<file path="config.mk">
export PLATFORM = sky130hd
export DESIGN_NAME = multi_mode_timer
export DESIGN_NICKNAME = d
export VERILOG_FILES = /design/src/rtl/multi_mode_timer.sv
export SDC_FILE = /design/constraint.sdc
export NUM_CORES = 1
export LEC_CHECK = 0
export CAP_MARGIN = 30
export CORE_MARGIN = 10
export CORE_UTILIZATION = 52
export DETAILED_ROUTE_END_ITERATION = 6
export GPL_ROUTABILITY_DRIVEN = 0
export PLACE_DENSITY_LB_ADDON = 0.08
export SLEW_MARGIN = 20
export SYNTH_ARGS = -nofsm -noshare
export SYNTH_HDL_FRONTEND = slang
export SYNTH_SLANG_ARGS = --single-unit
</file>
<file path="constraint.sdc">
create_clock -name clk -period 2.9 [get_ports clk]
set_input_delay 0.87 -clock clk [delete_from_list [all_inputs] [get_ports clk]]
set_output_delay 0.87 -clock clk [all_outputs]
set_load 0.005 [all_outputs]
</file>
<file path="src/rtl/multi_mode_timer.sv">
// Tick-based timer: a prescaler divides clk into count ticks, and a CNT_W-bit
// counter advances on each tick in free-run, one-shot, auto-reload or up-to-limit mode.
module multi_mode_timer #(
  parameter int CNT_W    = 16,
  parameter int TICK_DIV = 5000000
) (
  input  logic             clk,
  input  logic             rst,
  input  logic             t_en,
  input  logic [1:0]       t_mode,
  input  logic [CNT_W-1:0] t_load,
  input  logic             t_pause,
  input  logic             t_clear,
  output logic [CNT_W-1:0] t_out,
  output logic             t_valid,
  output logic             t_done,
  output logic             t_busy
);

  localparam int PW = $clog2(TICK_DIV);
  localparam logic [PW-1:0]    PRESC_LAST = PW'(TICK_DIV - 1);
  localparam logic [PW-1:0]    PRESC_ZERO = '0;
  localparam logic [PW-1:0]    PRESC_ONE  = PW'(1);
  localparam logic [CNT_W-1:0] CNT_ZERO   = '0;
  localparam logic [CNT_W-1:0] CNT_ONE    = CNT_W'(1);
  localparam logic [CNT_W-1:0] CNT_MAX    = '1;

  localparam logic [1:0] MODE_FREE    = 2'b00;
  localparam logic [1:0] MODE_ONESHOT = 2'b01;
  localparam logic [1:0] MODE_RELOAD  = 2'b10;
  localparam logic [1:0] MODE_LIMIT   = 2'b11;

  typedef enum logic [1:0] {
    IDLE  = 2'd0,
    RUN   = 2'd1,
    PAUSE = 2'd2,
    DONE  = 2'd3
  } state_t;

  state_t           state_r;
  logic [PW-1:0]    presc_r;
  logic [1:0]       mode_r;
  logic [CNT_W-1:0] load_r;
  logic             en_prev_r;

  logic             start_s;
  logic             can_start_s;
  logic             tick_s;
  logic [CNT_W-1:0] inc_s;
  logic [CNT_W-1:0] dec_s;
  logic [CNT_W-1:0] next_out_s;
  logic             tick_done_s;
  logic             tick_stop_s;
  logic             start_degen_s;

  assign start_s       = t_en & ~en_prev_r;
  assign can_start_s   = (state_r == IDLE) || (state_r == DONE);
  assign tick_s        = (state_r == RUN) && !t_pause && (presc_r == PRESC_LAST);
  assign inc_s         = t_out + CNT_ONE;
  assign dec_s         = t_out - CNT_ONE;
  assign start_degen_s = (t_mode != MODE_FREE) && (t_load == CNT_ZERO);

  // Counter value and terminal-count flags that the next tick would produce
  always_comb begin
    next_out_s  = t_out;
    tick_done_s = 1'b0;
    tick_stop_s = 1'b0;
    case (mode_r)
      MODE_FREE: begin
        next_out_s  = inc_s;
        tick_done_s = (t_out == CNT_MAX);
      end
      MODE_ONESHOT: begin
        next_out_s  = dec_s;
        tick_done_s = (t_out == CNT_ONE);
        tick_stop_s = (t_out == CNT_ONE);
      end
      MODE_RELOAD: begin
        next_out_s  = (t_out == CNT_ZERO) ? load_r : dec_s;
        tick_done_s = (t_out == CNT_ONE);
      end
      MODE_LIMIT: begin
        next_out_s  = inc_s;
        tick_done_s = (inc_s == load_r);
        tick_stop_s = (inc_s == load_r);
      end
      default: begin
        next_out_s  = t_out;
        tick_done_s = 1'b0;
        tick_stop_s = 1'b0;
      end
    endcase
  end

  // Control FSM, prescaler and registered outputs; clear outranks start outranks pause/tick
  always_ff @(posedge clk) begin
    if (!rst) begin
      state_r   <= IDLE;
      presc_r   <= PRESC_ZERO;
      mode_r    <= 2'b00;
      load_r    <= CNT_ZERO;
      en_prev_r <= 1'b1;
      t_out     <= CNT_ZERO;
      t_valid   <= 1'b0;
      t_done    <= 1'b0;
      t_busy    <= 1'b0;
    end else begin
      en_prev_r <= t_en;
      t_valid   <= 1'b0;
      t_done    <= 1'b0;
      if (t_clear) begin
        state_r <= IDLE;
        presc_r <= PRESC_ZERO;
        t_out   <= CNT_ZERO;
        t_busy  <= 1'b0;
      end else if (start_s && can_start_s) begin
        mode_r  <= t_mode;
        load_r  <= t_load;
        presc_r <= PRESC_ZERO;
        t_valid <= 1'b1;
        if (start_degen_s) begin
          // a zero load/limit has nothing to count: finish on the start edge
          t_out   <= CNT_ZERO;
          t_done  <= 1'b1;
          state_r <= DONE;
          t_busy  <= 1'b0;
        end else begin
          t_out   <= ((t_mode == MODE_ONESHOT) || (t_mode == MODE_RELOAD)) ? t_load : CNT_ZERO;
          state_r <= RUN;
          t_busy  <= 1'b1;
        end
      end else begin
        case (state_r)
          RUN: begin
            if (t_pause) begin
              state_r <= PAUSE;
            end else if (tick_s) begin
              presc_r <= PRESC_ZERO;
              t_out   <= next_out_s;
              t_valid <= 1'b1;
              t_done  <= tick_done_s;
              if (tick_stop_s) begin
                state_r <= DONE;
                t_busy  <= 1'b0;
              end else begin
                state_r <= RUN;
              end
            end else begin
              presc_r <= presc_r + PRESC_ONE;
            end
          end
          PAUSE: begin
            if (!t_pause) begin
              state_r <= RUN;
            end else begin
              state_r <= PAUSE;
            end
          end
          IDLE:    state_r <= IDLE;
          DONE:    state_r <= DONE;
          default: begin
            state_r <= IDLE;
            t_busy  <= 1'b0;
          end
        endcase
      end
    end
  end

endmodule
</file>
; Word-level counts from Yosys, hierarchy flattened
; Cells that the tools add are included.
[totals]
ramBits = 0
regBits = 63
romBits = 0
in_bits = 23
output_inout_bits = 19
latch_bits = 0
memories = 0
[classes]
reduce_logical = 23
n_mul = 0
n_addsub = 3
mux = 33
bitwise = 5
div = 0
n_lt_le_gt_ge = 0
eq_ne = 14
shift = 0
[ops]
columns = cell, n
row1 = two-way mux 16 bit, 7
row2 = case mux 16 bit (3 select lines), 1
row3 = logical NOT 16 bit, 2
row4 = "adder 23 x 1 -> 23 bit, second input constant", 1
row5 = "== test 23 bit, second input constant", 1
row6 = two-way mux 23 bit, 1
row7 = "adder 16 x 1 -> 16 bit, second input constant", 1
row8 = "== test 16 x 1 -> 1 bit, second input constant", 1
row9 = == test 16 bit, 1
row10 = "== test 16 bit, second input constant", 1
row11 = "subtractor 16 x 1 -> 16 bit, second input constant", 1
row12 = two-way mux 1 bit, 15
row13 = two-way mux 2 bit, 6
row14 = "== test 2 bit, second input constant", 5
row15 = case mux 2 bit (4 select lines), 1
row16 = nonzero test 2 bit, 4
row17 = "== test 2 x 1 -> 1 bit, second input constant", 3
row18 = OR reduction 2 bit, 3
row19 = logical AND 1 bit, 4
row20 = logical NOT 2 bit, 2
row21 = "!= test 4 x 3 -> 1 bit, second input constant", 1
row22 = inverter 1 bit, 4
row23 = AND reduction 2 bit, 2
row24 = AND reduction 4 bit, 1
row25 = other kinds (8), 9

; Depth between registers and ports, before layout
; Gate-level depths: netlist of the first run.
[logic_depth]
ltp_word = 8
ltp_mapped = 12
mapped_depth_nobuf = 10

; Worst setup path after synthesis of the first run
; OpenSTA, ideal clock, no wires.
[synth_path]
path_type = input port to flip-flop
start = in t_mode[0]
end = reg t_out[4]
path_slack_ps = -5
arrival_ps = 2788
required_ps = 2784
stages = 10
n_path_buf = 1
setup_time_ps = 116
path_cell_list = inv_1 -> ha_1 -> nor4_1 -> nand4_1 -> or4_1 -> and3_1 -> clkbuf_1 -> a221oi_1 -> a21oi_1 -> o211a_1
[synth_via]
elab_chain_cells = 5
word_cells_on_any_way = 8
cone_classes = eq/ne (2) / mux (3) / reduce/logical (3)
[synth_lines]
columns = item, line
row1 = start: declaration, 10  ; input logic [1:0] t_mode,
row2 = == test 2 x 1 -> 1 bit or == test 2 bit (tied branches), 128  ; t_out <= ((t_mode == MODE_ONESHOT) || (t_mode == MODE_RELOAD)) ? t_load : CNT_ZERO;
row3 = logical OR 1 bit, 128
row4 = two-way mux 16 bit, 128
row5 = two-way mux 16 bit *, 121  ; if (start_degen_s) begin
row6 = two-way mux 16 bit *, 116  ; end else if (start_s && can_start_s) begin
row7 = end signal: assignment, 128
row8 = end signal: assignment, 139  ; t_out <= next_out_s;
row9 = end: declaration, 14  ; output logic [CNT_W-1:0] t_out,
; Mark *: on every way between the ends. The rest lies on a longest branch, timed or not.
; A chain may end at the register's enable or synchronous reset.

; Final worst setup path of the first run
[layout_path]
start = in t_load[5]
end = reg t_out[4]
[layout_via]
elab_chain_cells = 4
[layout_lines]
columns = item, line
row1 = start: declaration, 11  ; input logic [CNT_W-1:0] t_load,
row2 = logical NOT 16 bit, 61  ; assign start_degen_s = (t_mode != MODE_FREE) && (t_load == CNT_ZERO);
row3 = logical AND 1 bit, 61
row4 = two-way mux 16 bit, 121
row5 = two-way mux 16 bit, 116
; No other way between the ends.

==> impl_metrics.py, run 1 <==
metrics = {
    "timing": {
        "tightest_slew_ns": 0.881,
        "rsz0062_at_grt": "false",
        "maxSlewHeadroom_pct": 41.0,
        "fmax_mhz": 356,
        "hold_violations": 0,
        "period_share_pct": 96.9,
        "slew_viol_final": 0,
        "setup_viol": 0,
        "fin_worst_skew_ns": 0.00880,
        "period_needed_ns": 2.81,
    },
    "yosys": {
        "yosysTopAreaCell": "dfxtp_1",
        "synth_flop_cell": "dfxtp_1",
        "syn_area_sq_um": 4260,
        "syn_area_per_cell_sq_um": 7.64,
        "ys_ff_latch": 63,
        "synthesis.nets": 594,
        "postSynthCellCount": 557,
        "ys_seq_area_share_pct": 29.6,
        "netlist.area_leader.share_pct": 29.6,
        "synth-edff-count": 0,
        "synth_cell_types": 64,
        "yosys_warnings": 0,
        "async_reset_ff_share_pct": 0,
        "synth_most_common_cell": "nand2_1",
        "synth_common_cells": "nand2_1, dfxtp_1, nor2_1",
        "ys_top_cells_by_area": "dfxtp_1, xnor2_1, nand2_1",
    },
    "routing": {
        "wl_um": 13200,
        "wl_per_cell_um": 17.6,
        "dr_total_vias": 4478,
        "drt_iter0_drc": 351,
        "final_antenna_net_count": 0,
        "vias_per_cell": 5.99,
        "dr.pass1.iters": 5,
        "drc": 0,
    },
    "die": {
        "rows": 32,
        "die-area_sq_um": 12200,
        "placeableCoreArea_sq_um": 7850,
        "start_util_pct": 54.2,
        "die_w_um": 110,
        "num_io_pins": 42,
        "die_h_um": 110,
    },
    "min_path": {
        "worstHoldStart": "presc_r[1]",
        "hp-class": "flop to flop",
        "hold_end": "presc_r[1]",
        "whs_path_depth": 2,
    },
    "setup_path": {
        "critical_path_class": "input port to flop",
        "cp_max_fo": 5,
        "cp-start-kind": "input port",
        "path_cells": "clkdlybuf4s50_1, nor4_2, buf_4, nand4_1, or4_4, and3_4, a221oi_2, a21oi_1, o211a_1",
        "critPathRequiredTime_ns": 3.13,
        "crit_buf_inv": 2,
        "crit-reg2reg-capture": "t_out[14]",
        "path_delay_family": "simple AND/OR/NAND/NOR gates",
        "r2r_cells": 9,
        "endpoint_kind": "flop",
        "r2r_slack_ns": 0.13,
        "slowest_delay_ns": 0.46,
        "slowest_stage": "or4_4",
        "arrival_ns": 3.04,
        "r2r-start": "t_out[4]",
    },
    "finish": {
        "nNetsFinal": 677,
        "fillers": 693,
        "fin_cells": 747,
        "n_antenna_cell": 0,
        "area_growth_syn_to_layout_pct": 26.2,
        "layout-drive-gt1-share_pct": 16.6,
    },
    "cts": {
        "postCtsHoldBufs": 0,
        "clk_latency_ns": 0.34,
        "htreeDepth": 3,
        "cts.sinks": 63,
        "numCtsBuffers": 9,
        "cts_tree": "built",
        "root_buffer": "clkbuf_8",
        "cts.clk_slew.worst_paths_ns": 0.07,
        "cts_buffer_depth": 2,
    },
    "global_route": {
        "grt-ovfl-total": 0,
        "grt_antenna_before_repair": 0,
        "grt_max_degree": 21,
        "grtUsageTotal_pct": 20.6,
        "first_global_vias": 4210,
        "grt_pass1_wl_um": 21500,
    },
    "power": {
        "finalPower_w": 0.00189,
        "p_leak_nw": 1.97,
        "powerDensity_nw_per_um2": 352,
        "peakVddDrop_uv": 255,
    },
    "place": {
        "dp.cells": 729,
        "port_buffers": 41,
        "dp.final_hpwl_um": 9780,
    },
    "run": {
        "cap_violations": 0,
    },
    "run_status": {
        "status": "finished clean",
    },
}
tightest hold or removal path, stage by stage, from the launching register on:
cell	delay, ns
dfxtp_1	0.33
nand2_1	0.06
a21oi_1	0.05
area by class of cell:
| type | count | area [sq um] | area share [%] |
|---|---|---|---|
| Timing Repair Buffer | 105 | 898 | 16.7 |
| Tap cell | 102 | 128 | 2.38 |
| Inverter | 22 | 82.6 | 1.54 |
| Clock buffer | 13 | 159 | 2.96 |
| Sequential cell | 63 | 1260 | 23.5 |
| Multi-Input combinational cell | 439 | 2830 | 52.6 |
| Clock inverter | 3 | 17.5 | 0.326 |
what timing repair did:
action / in CTS / in global routing
cloned: 1 / 0
pin swaps: 9 / 6
resized for setup: 9 / 12
setup buffers: 1 / 0
endpoints found under the setup margin: 12 / 21
logic make-up after synthesis:
kind of cell	count (synthesis)	share of synthesized area (%)
mux	3	0.705
simple gates	228	27.0
fa+ha+maj	14	4.12
buf+inv	56	5.88
flops	63	29.6
xor+xnor	47	9.67
compound gates	146	23.0
report_power, final:
group / switching (W) / internal [W] / total, W
Combinational: 0.000167 / 0.000140 / 0.000307
Sequential: 0.0000162 / 0.000876 / 0.000893
Clock: 0.000336 / 0.000355 / 0.000691
worst max-delay path by stage:
stage,startpoint,to,slack (ns),cells after the start
finish,t_load[5],t_out[4],0.09,9
global route,t_out[6],t_out[13],0.001,9
CTS,t_load[7],t_out[5],0.007,9
detailed placement,t_mode[0],t_out[4],-0.55,10
global placement,t_mode[0],t_out[4],-0.49,10
floorplan,t_mode[0],t_out[14],0.01,10
routing by layer:
layer	GRT usage (%)	wire length (um)	part of all wire, %	up-vias
li1	-	-	-	2160
met2	30.6	5830	44	203
met5	0	0	0	-
met4	6.04	156	1.2	0
met1	27.6	5790	44	2098
met3	6.48	1400	11	17
sequential cells by signal, indices dropped and copies added, names as in the netlist:
register and count:
presc_r 23, load_r 16, t_out 16, mode_r 2, state_r 2, en_prev_r 1
t_busy 1, t_done 1, t_valid 1
stage by stage:
stage / area [sq um] / utilization [%] / hold slack (ns) / setup TNS, ns / setup WS (ns)
floorplan: 4260 / - / 0.449 / 0 / 0.0134
global placement: 5120 / 65.2 / 0.460 / -7.09 / -0.494
detailed placement: 5120 / 65.2 / 0.464 / -8.34 / -0.552
CTS: 5320 / 67.8 / 0.475 / 0 / 0.00715
global route: 5370 / 68.4 / 0.518 / 0 / 0.00101
finish: 5370 / 68.4 / 0.475 / 0 / 0.0909
cell usage in the layout, fill, tap and decap left out, drive strengths merged, types with 5 or more instances in the layout:
cell,netlist,final
a21boi,18,18
nand3,17,17
dfxtp,63,63
nor4,11,11
nor3,19,19
ha,14,14
or3,10,10
clkbuf,24,13
buf,10,64
a221o,5,5
inv,22,22
and3,6,7
nor2b,5,5
xor2,18,18
nand2,66,66
or4,5,5
o21ai,40,40
a31oi,5,5
nor2,57,57
clkdlybuf4s50,0,37
o2bb2ai,8,8
a21oi,32,32
xnor2,29,29
nand4,10,10
No activity file was read; power rests on OpenSTA's default activity.
==> run 2: changes to the inputs <==
--- a/config.mk
+++ b/config.mk
@@ -5,7 +5,6 @@
 export SDC_FILE = /design/constraint.sdc
 export NUM_CORES = 1
 export LEC_CHECK = 0
-export CAP_MARGIN = 30
 export CORE_MARGIN = 10
 export CORE_UTILIZATION = 52
 export DETAILED_ROUTE_END_ITERATION = 6
==> results of run 2 <==
Same layout as run 1: the final DEF is identical, and so are final timing and power.
==> run 3: changes to the inputs <==
--- a/config.mk
+++ b/config.mk
@@ -14,3 +14,4 @@
 export SYNTH_ARGS = -nofsm -noshare
 export SYNTH_HDL_FRONTEND = slang
 export SYNTH_SLANG_ARGS = --single-unit
+export TNS_END_PERCENT = 50
==> results of run 3 <==
Same layout as run 1: the final DEF is identical, and so are final timing and power.
